[src/rtl/csa_acc_46bit.sv]
// Streaming reduction stage: accumulates i_len operands through a carry-select adder and reports {carry count, sum}.
// Latency: one operand per cycle; the result is valid the cycle after the last accepted operand.
// Backpressure: o_ready is high only while accumulating; the result is held in DONE until i_ready accepts it.

module csa_46bit #(
   parameter int WIDTH = 46,
   parameter int BLK   = 8
) (
   input  logic [WIDTH-1:0] i_add_term1,
   input  logic [WIDTH-1:0] i_add_term2,
   output logic [WIDTH-1:0] sum,
   output logic             cout
);
   localparam int NBLK = (WIDTH + BLK - 1) / BLK;

   logic [NBLK:0] blk_carry;

   assign blk_carry[0] = 1'b0;
   assign cout         = blk_carry[NBLK];

   // Each block precomputes both carry-in cases; the incoming block carry picks one.
   for (genvar b = 0; b < NBLK; b++) begin : g_blk
      localparam int LO = b * BLK;
      localparam int HI = ((LO + BLK) > WIDTH) ? (WIDTH - 1) : (LO + BLK - 1);
      localparam int BW = HI - LO + 1;

      logic [BW:0] s0;
      logic [BW:0] s1;

      assign s0 = {1'b0, i_add_term1[HI:LO]} + {1'b0, i_add_term2[HI:LO]};
      assign s1 = s0 + {{BW{1'b0}}, 1'b1};

      assign sum[HI:LO]     = blk_carry[b] ? s1[BW-1:0] : s0[BW-1:0];
      assign blk_carry[b+1] = blk_carry[b] ? s1[BW]     : s0[BW];
   end
endmodule

module csa_acc_46bit #(
   parameter int WIDTH = 46,
   parameter int CNT_W = 8
) (
   input  logic             i_clk,
   input  logic             i_rst_n,
   input  logic             i_start,
   input  logic [CNT_W-1:0] i_len,
   input  logic             i_valid,
   output logic             o_ready,
   input  logic [WIDTH-1:0] i_data,
   output logic             o_valid,
   input  logic             i_ready,
   output logic [WIDTH-1:0] o_sum,
   output logic [CNT_W-1:0] o_carry_cnt,
   output logic             o_busy
);
   localparam logic [1:0] IDLE = 2'd0;
   localparam logic [1:0] ACC  = 2'd1;
   localparam logic [1:0] DONE = 2'd2;

   logic [1:0]       state;
   logic [WIDTH-1:0] acc;
   logic [CNT_W-1:0] carry_cnt;
   logic [CNT_W-1:0] remaining;
   logic [WIDTH-1:0] add_sum;
   logic             add_cout;
   logic             beat;

   csa_46bit #(.WIDTH(WIDTH)) u_csa (
      .i_add_term1 (acc),
      .i_add_term2 (i_data),
      .sum         (add_sum),
      .cout        (add_cout)
   );

   assign o_ready     = (state == ACC);
   assign o_valid     = (state == DONE);
   assign o_busy      = (state != IDLE);
   assign o_sum       = acc;
   assign o_carry_cnt = carry_cnt;
   assign beat        = i_valid & o_ready;

   // Job control and accumulation; the carry count forms the upper word of the exact total.
   always_ff @(posedge i_clk or negedge i_rst_n) begin
      if (!i_rst_n) begin
         state     <= IDLE;
         acc       <= '0;
         carry_cnt <= '0;
         remaining <= '0;
      end else begin
         case (state)
            IDLE: begin
               if (i_start) begin
                  acc       <= '0;
                  carry_cnt <= '0;
                  remaining <= i_len;
                  state     <= (i_len != '0) ? ACC : DONE;
               end
            end
            ACC: begin
               if (beat) begin
                  acc       <= add_sum;
                  carry_cnt <= carry_cnt + {{(CNT_W-1){1'b0}}, add_cout};
                  remaining <= remaining - {{(CNT_W-1){1'b0}}, 1'b1};
                  if (remaining == {{(CNT_W-1){1'b0}}, 1'b1})
                     state <= DONE;
               end
            end
            DONE: begin
               if (i_ready)
                  state <= IDLE;
            end
            default: state <= IDLE;
         endcase
      end
   end
endmodule

[config.mk]
export PLATFORM = sky130hd
export DESIGN_NAME = csa_acc_46bit
export DESIGN_NICKNAME = d
export VERILOG_FILES = /design/src/rtl/csa_acc_46bit.sv
export SDC_FILE = /design/constraint.sdc
export NUM_CORES = 1
export LEC_CHECK = 0
export CAP_MARGIN = 20
export CORE_ASPECT_RATIO = 1.1
export CORE_MARGIN = 8
export CORE_UTILIZATION = 45
export DETAILED_ROUTE_END_ITERATION = 10
export PLACE_DENSITY = 0.72
export SKIP_LAST_GASP = 1
export SLEW_MARGIN = 20
export SYNTH_ARGS = -nofsm -noshare
export SYNTH_HDL_FRONTEND = slang
export SYNTH_SLANG_ARGS = --single-unit
[constraint.sdc]
create_clock -name i_clk -period 4.8 [get_ports i_clk]
set_clock_uncertainty 0.05 [all_clocks]
set_input_delay 0.72 -clock i_clk [delete_from_list [all_inputs] [get_ports i_clk]]
set_output_delay 0.72 -clock i_clk [all_outputs]
set_load 0.005 [all_outputs]
==> impl_results.md <==
- First-pass GRT wire length: 25.4 mm
- Sequential fraction of the synthesis area: 29.7%
- Ant diodes: 0
- Buffers on Ports: 115
- Max_slew headroom: 44.7%
- Max Fclk: 0.219 GHz
- Place WS: -0.565 ns
- GRT Overall Usage: 19.6%
- Clock Sinks: 64
- Final Hold Slack: 0.312 ns
- Clk_lat worst skew: 0.33 ns
- Starting Density: 45.3%
- Fin. max-slew vios: 0
- Total wire length: 15.4 mm
- Top_reg_cell synth: dfrtp_1
- Number of global-route vias before repair: 5337
- Synth area leaders: dfrtp_1, ha_1, o21ai_0
- Fraction of the mapped netlist area in simple logic gates: 21.1%
- Setup ws final: 0.238 ns
- FP Rows: 42
- Post-placement cell area: 6990 um^2
- WP data required: 5.01 ns
- Max Cap Viol: 0
- Synthesized area: 5390 um^2
- Via/cell ratio: 5.50
- Type of the worst setup path: in2reg
- Least-Margin Pin Slew: 0.828 ns
- Tcrit/Tclk final: 95.0%
- HP Class: in2async
- Clk buf depth: 2
- Layout Nets: 927
- Worst vdd ir: 0.288 mV
- Mux cell area share after synthesis: 0.209%
- Total number of yosys warnings: 0
- Fin area: 7480 um^2
- Crit-path max FO: 4
- Grt total ovfl: 0
- Chip width: 120 um
- Final ANT Viol Nets: 0
- CP endpoint kind: flop
- Ratio of cells with drive above 1 in the final layout: 13.4%
- CTS tree: built
- Number of synthesized flops with an enable pin: 0
- Post-Synthesis Net Count: 766
- Die area: 15700 um^2
- Die Height: 131 um
- DP HPWL: 11.5 mm
- Top post-synthesis cells by count: nand2_1, o21ai_0, dfrtp_1
- TritonCTS Buffers: 9
- Largest family of logic cells by synthesized area: simple AND/OR/NAND/NOR gates
- Post-Synthesis Cells: 646
- Min Tclk post-route: 4.56 ns
- Fraction of registers with async set/reset: 100%
- Hold Vio Cnt, Final: 0
- Count leader, synth: nand2_1
- Largest net degree at the start of global routing: 46
- Tot Pwr: 5.17 mW
- H-tree Lvls: 3
- Root buf cell: clkbuf_16
- Post-synth top area share: 29.7%
- Core ar.: 11900 um^2
- Synth Area in Compound Gates: 19.8%
- Iteration-0 DRC Markers: 250
- Setup crit start kind: input pin
- Number of I/O pins: 116
- Drt pass-1 iters: 5
- Final GP Congestion: 0.921
- CTS clk-pin slew, worst paths: 0.06 ns
- Synthesized flop and latch total: 64
- Vias: 5310
- Biggest area consumer among synthesized cells: dfrtp_1
- Adder-Cell Fraction of Synth Area: 15.0%
- CP arrival: 4.78 ns
- Hold buffer count at CTS: 0
- Drt drc: 0
- Synth Area in XOR/XNOR: 10.4%
- Status: finished clean
- Syn_area_per_cell: 8.34 um^2
- Wire per inst: 16.0 um
- Leakage: 3.30 nW
- R2R cell count: 19
- Final core occ: 63.0%
- Setup violators final: 0
- Yosys cell types: 61
- Power Dens Cells: 691 nW/um^2
- Antenna violations before repair: 0
- Area delta synth->final: 39.0%
-- critical path, cell delays in order --
cell	delay, ns
clkdlybuf4s50_1	0.49
inv_1	0.07
fa_2	0.39
and2b_2	0.26
o22ai_4	0.08
xnor2_2	0.19
buf_4	0.13
nand4_1	0.14
o21ai_2	0.25
a41oi_2	0.18
nor4_4	0.33
xor2_2	0.23
o21a_1	0.21
nor3_2	0.06
xnor2_1	0.24
ha_2	0.22
nand4_1	0.12
or3_1	0.36
a21oi_2	0.12
-- worst paths after layout --
kind	start	endpoint	slack, ns
worst max-delay path	i_data[9]	o_carry_cnt[7]	0.24
worst min-delay path	i_rst_n	o_sum[21]	0.31
worst max register to register	o_sum[8]	o_carry_cnt[7]	0.56
worst min register to register	state[1]	state[0]	0.45
max in group asynchronous	i_rst_n	o_sum[7]	3.38
min in group i_clk	state[1]	state[0]	0.45
-- state kept, by name, summed over array words and instances (netlist names) --
register and count:
o_sum 46, remaining 8, o_carry_cnt 8, state 2
-- per-layer routing --
metal,track usage (%),wire length [um]
met5,0,0
met4,6.69,286
met3,4.56,762
met2,34.3,7850
met1,23.3,6530
-- power breakdown --
group	internal, mW	switching [mW]	total, mW
Clock	0.418	0.261	0.679
Sequential	0.791	0.232	1.02
Combinational	1.71	1.75	3.47
Total	2.92	2.25	5.17
-- layout by cell type (no fill, tap or decap), types with 7 or more instances in the layout --
master and count:
xnor2_1 34, ha_1 52, nand3_1 18, xor2_1 27, nor2_1 53, a21oi_1 35
buf_4 53, nand2b_1 7, clkdlybuf4s50_1 113, nor2b_1 8, a21o_1 11, nand4_1 11
o21ai_0 64, and3_1 8, nor3_1 14, nand2_1 78, inv_1 33, and2_1 7
a211oi_1 7, dfrtp_1 64, clkbuf_16 9
-- cell families after synthesis --
group / Yosys count
and+or+nand+nor: 233
AOI/OAI and AO/OA: 171
DFF: 64
xor gates and xnor gates: 63
adders and majority gates: 61
buffers and inverters: 53
muxes: 1
-- cell type report --
| cell class | instances | area [um^2] |
|---|---|---|
| multi-input cells | 529 | 3700 |
| fillers | 1005 | 4390 |
| clock inverters | 6 | 68.8 |
| flip-flops and latches | 64 | 1600 |
| inverters | 35 | 131 |
| well taps | 154 | 193 |
| repair buffers | 168 | 1550 |
| clock buffers | 10 | 239 |
-- through the flow --
step           std cells  TNS [ns]
4_1_cts              959         0
3_5_place_dp         941     -3.57
6_report             966         0
5_1_grt              966   -0.0856
3_3_place_gp         941     -1.95
2_1_floorplan        646         0
-- repair_timing --
item                       in CTS  in global routing
pin swaps                       2                 15
setup buffers                   2                  7
gates resized for setup         5                 23
hold endpoints to repair        0                  0
setup endpoints to repair       6                  7
No activity file was read; power rests on OpenSTA's default activity.
==> variant, RTL diff (same settings) <==
Set the parameter `CNT_W` to 6 (it was 8).
--- a/src/rtl/csa_acc_46bit.sv
+++ b/src/rtl/csa_acc_46bit.sv
@@ -38,5 +38,5 @@
 module csa_acc_46bit #(
    parameter int WIDTH = 46,
-   parameter int CNT_W = 8
+   parameter int CNT_W = 6
 ) (
    input  logic             i_clk,
Interface: changed (resized i_len and o_carry_cnt); port bits go from 116 to 112. The function was not compared with the original's and may differ.
==> variant against the original RTL <==
- sequential cell count shrank 4
- design area shrank 3.6%
- cell count shrank 5.9%
- synthesized area shrank 6.9%
- first-iteration DRC count shrank 38%
- worst setup slack lost 12 ps
- routed wire length shrank 7.2%
- power shrank 7.5%
==> variant: results (changes against the original RTL) <==
** Routing
- Detail-routed via count per cell :: 5.33 (-3.0%)
- WL met1 :: 6.13 mm (-6.2%)
- Final WL :: 14.3 mm (-7.2%)
- Met2 wirelength from detailed routing :: 7.32 mm (-6.8%)
- The violation count after the first detailed-route iteration was 154 (-38%).
- The total vias in the final route is 4845 (-8.8%).
- Sum of met3 wire segment lengths after detailed routing :: 733 um (-3.8%)

** Critical path
- The highest cell delay on the worst timing path was 470 ps (-20 ps).
- Arrival time at the worst endpoint :: 4710 ps (-70 ps)
- Worst R2R End :: o_carry_cnt[5]$_DFFE_PN0P_
- The largest fanout of any net on the critical path is 3 (-1).
- Critical R2R Launch :: o_sum[8]$_DFFE_PN0P_
- R2R Setup Slk :: 450 ps (-110 ps)
- Worst r2r path cells :: 21 (+2)
- Among cell families on the critical path, the largest total delay comes from simple AND/OR/NAND/NOR gates.

** Synth
- By area the synthesized netlist is led by sky130_fd_sc_hd__dfrtp_1 30%, sky130_fd_sc_hd__ha_1 14%, sky130_fd_sc_hd__xnor2_1 8.2%.
- Mux share of post-synthesis cell area :: 0.00998 (+0.00789)
- Synthesized-area fraction occupied by adder cells :: 0.161 (+0.0110)
- Compound-Gate Fraction of Synth Area :: 0.184 (-0.0136)
- Seq/Total Area, Yosys :: 0.299 (+0.00193)
- Distinct cell type count of the synthesized netlist :: 55 (-9.8%)
- The post-synthesis xor/xnor area fraction was 0.117 (+0.0131).
- Synthesized area per cell :: 8.63 um^2 (+3.6%)
- Cell types with the highest counts after synthesis :: 69 x sky130_fd_sc_hd__o21ai_0, 60 x sky130_fd_sc_hd__dfrtp_1, 59 x sky130_fd_sc_hd__nand2_1
- Number of nets produced by synthesis :: 699 (-8.7%)

** GRT
- The met2 global-route usage came to 0.349 (+0.00512).
- Initial antenna violation count :: 0 (unchanged)
- The global-route wire length before repair came to 23.3 mm (-8.2%).
- The via count of the first global-routing pass is 4920 (-7.8%).
- The total global-route track usage was 0.193 (-0.00304).
- The met1 capacity usage during global routing was 0.227 (-0.00586).
- The met3 track demand over resource came to 0.0403 (-0.00521).
- Maximum number of pins on one net before global-route repair :: 43 (-6.5%)

** Cells and area
- Fraction of layout cells with a size suffix above 1 :: 0.169 (+0.0351)
- Final instance area :: 7210 um^2 (-3.6%)
- Final-layout fill cell count :: 940 (-6.5%)

** Timing
- The final worst hold slack was 297 ps (-14.8 ps).
- Slew at the pin with the worst max-slew slack :: 731 ps (-97.0 ps)

** Placement
- Placed Area :: 6650 um^2 (-4.9%)
- Final GP Congestion :: 0.836 (-9.2%)
- HPWL after detailed placement :: 10.8 mm (-6.0%)
- PortBufs :: 111 (-3.5%)
- Pre-CTS WS :: -541 ps (+23.3 ps)
- Number of placed instances, taps included :: 879 (-6.6%)

** Pwr
- Largest vdd supply drop :: 0.325 mV (+13%)
- The proportion of power drawn by combinational gates was 0.679 (+0.008).
- Static leakage :: 3.24 nW (-1.9%)
- Power drawn by the sequential cells :: 0.962 mW (-6%)
- The internal power component is 2.76 mW (-5.7%).
- Total Power :: 4.78 mW (-7.5%)

** Floorplanning
- The row count is 40 (-4.8%).

** Run status
- Run status :: finished clean
variant: repair_timing:
item	CTS	global route
setup endpoints to repair	5	15
gates resized for setup	8	41
pin swaps	1	28
buffers inserted	7	8
variant: area by class of cell:
cell class | count | share of cell area
timing repair buffer | 180 | 0.227
inverter | 36 | 0.0187
multi-input combinational | 471 | 0.485
clock inverter | 5 | 0.00416
tap | 147 | 0.0255
clock buffer | 10 | 0.0318
sequential | 60 | 0.208
variant: worst max-delay path by stage:
stage | start | endpoint | slack [ps] | cells past startpoint
after floorplan | i_data[8] | o_carry_cnt[5]$_DFFE_PN0P_ | 100 | 22
after global placement | i_data[8] | o_carry_cnt[5]$_DFFE_PN0P_ | -530 | 23
after detailed placement | i_data[8] | o_carry_cnt[5]$_DFFE_PN0P_ | -540 | 23
after CTS | i_data[8] | o_carry_cnt[5]$_DFFE_PN0P_ | 6 | 23
after global routing | i_data[16] | o_carry_cnt[5]$_DFFE_PN0P_ | -40 | 22
final | i_data[16] | o_carry_cnt[5]$_DFFE_PN0P_ | 230 | 22
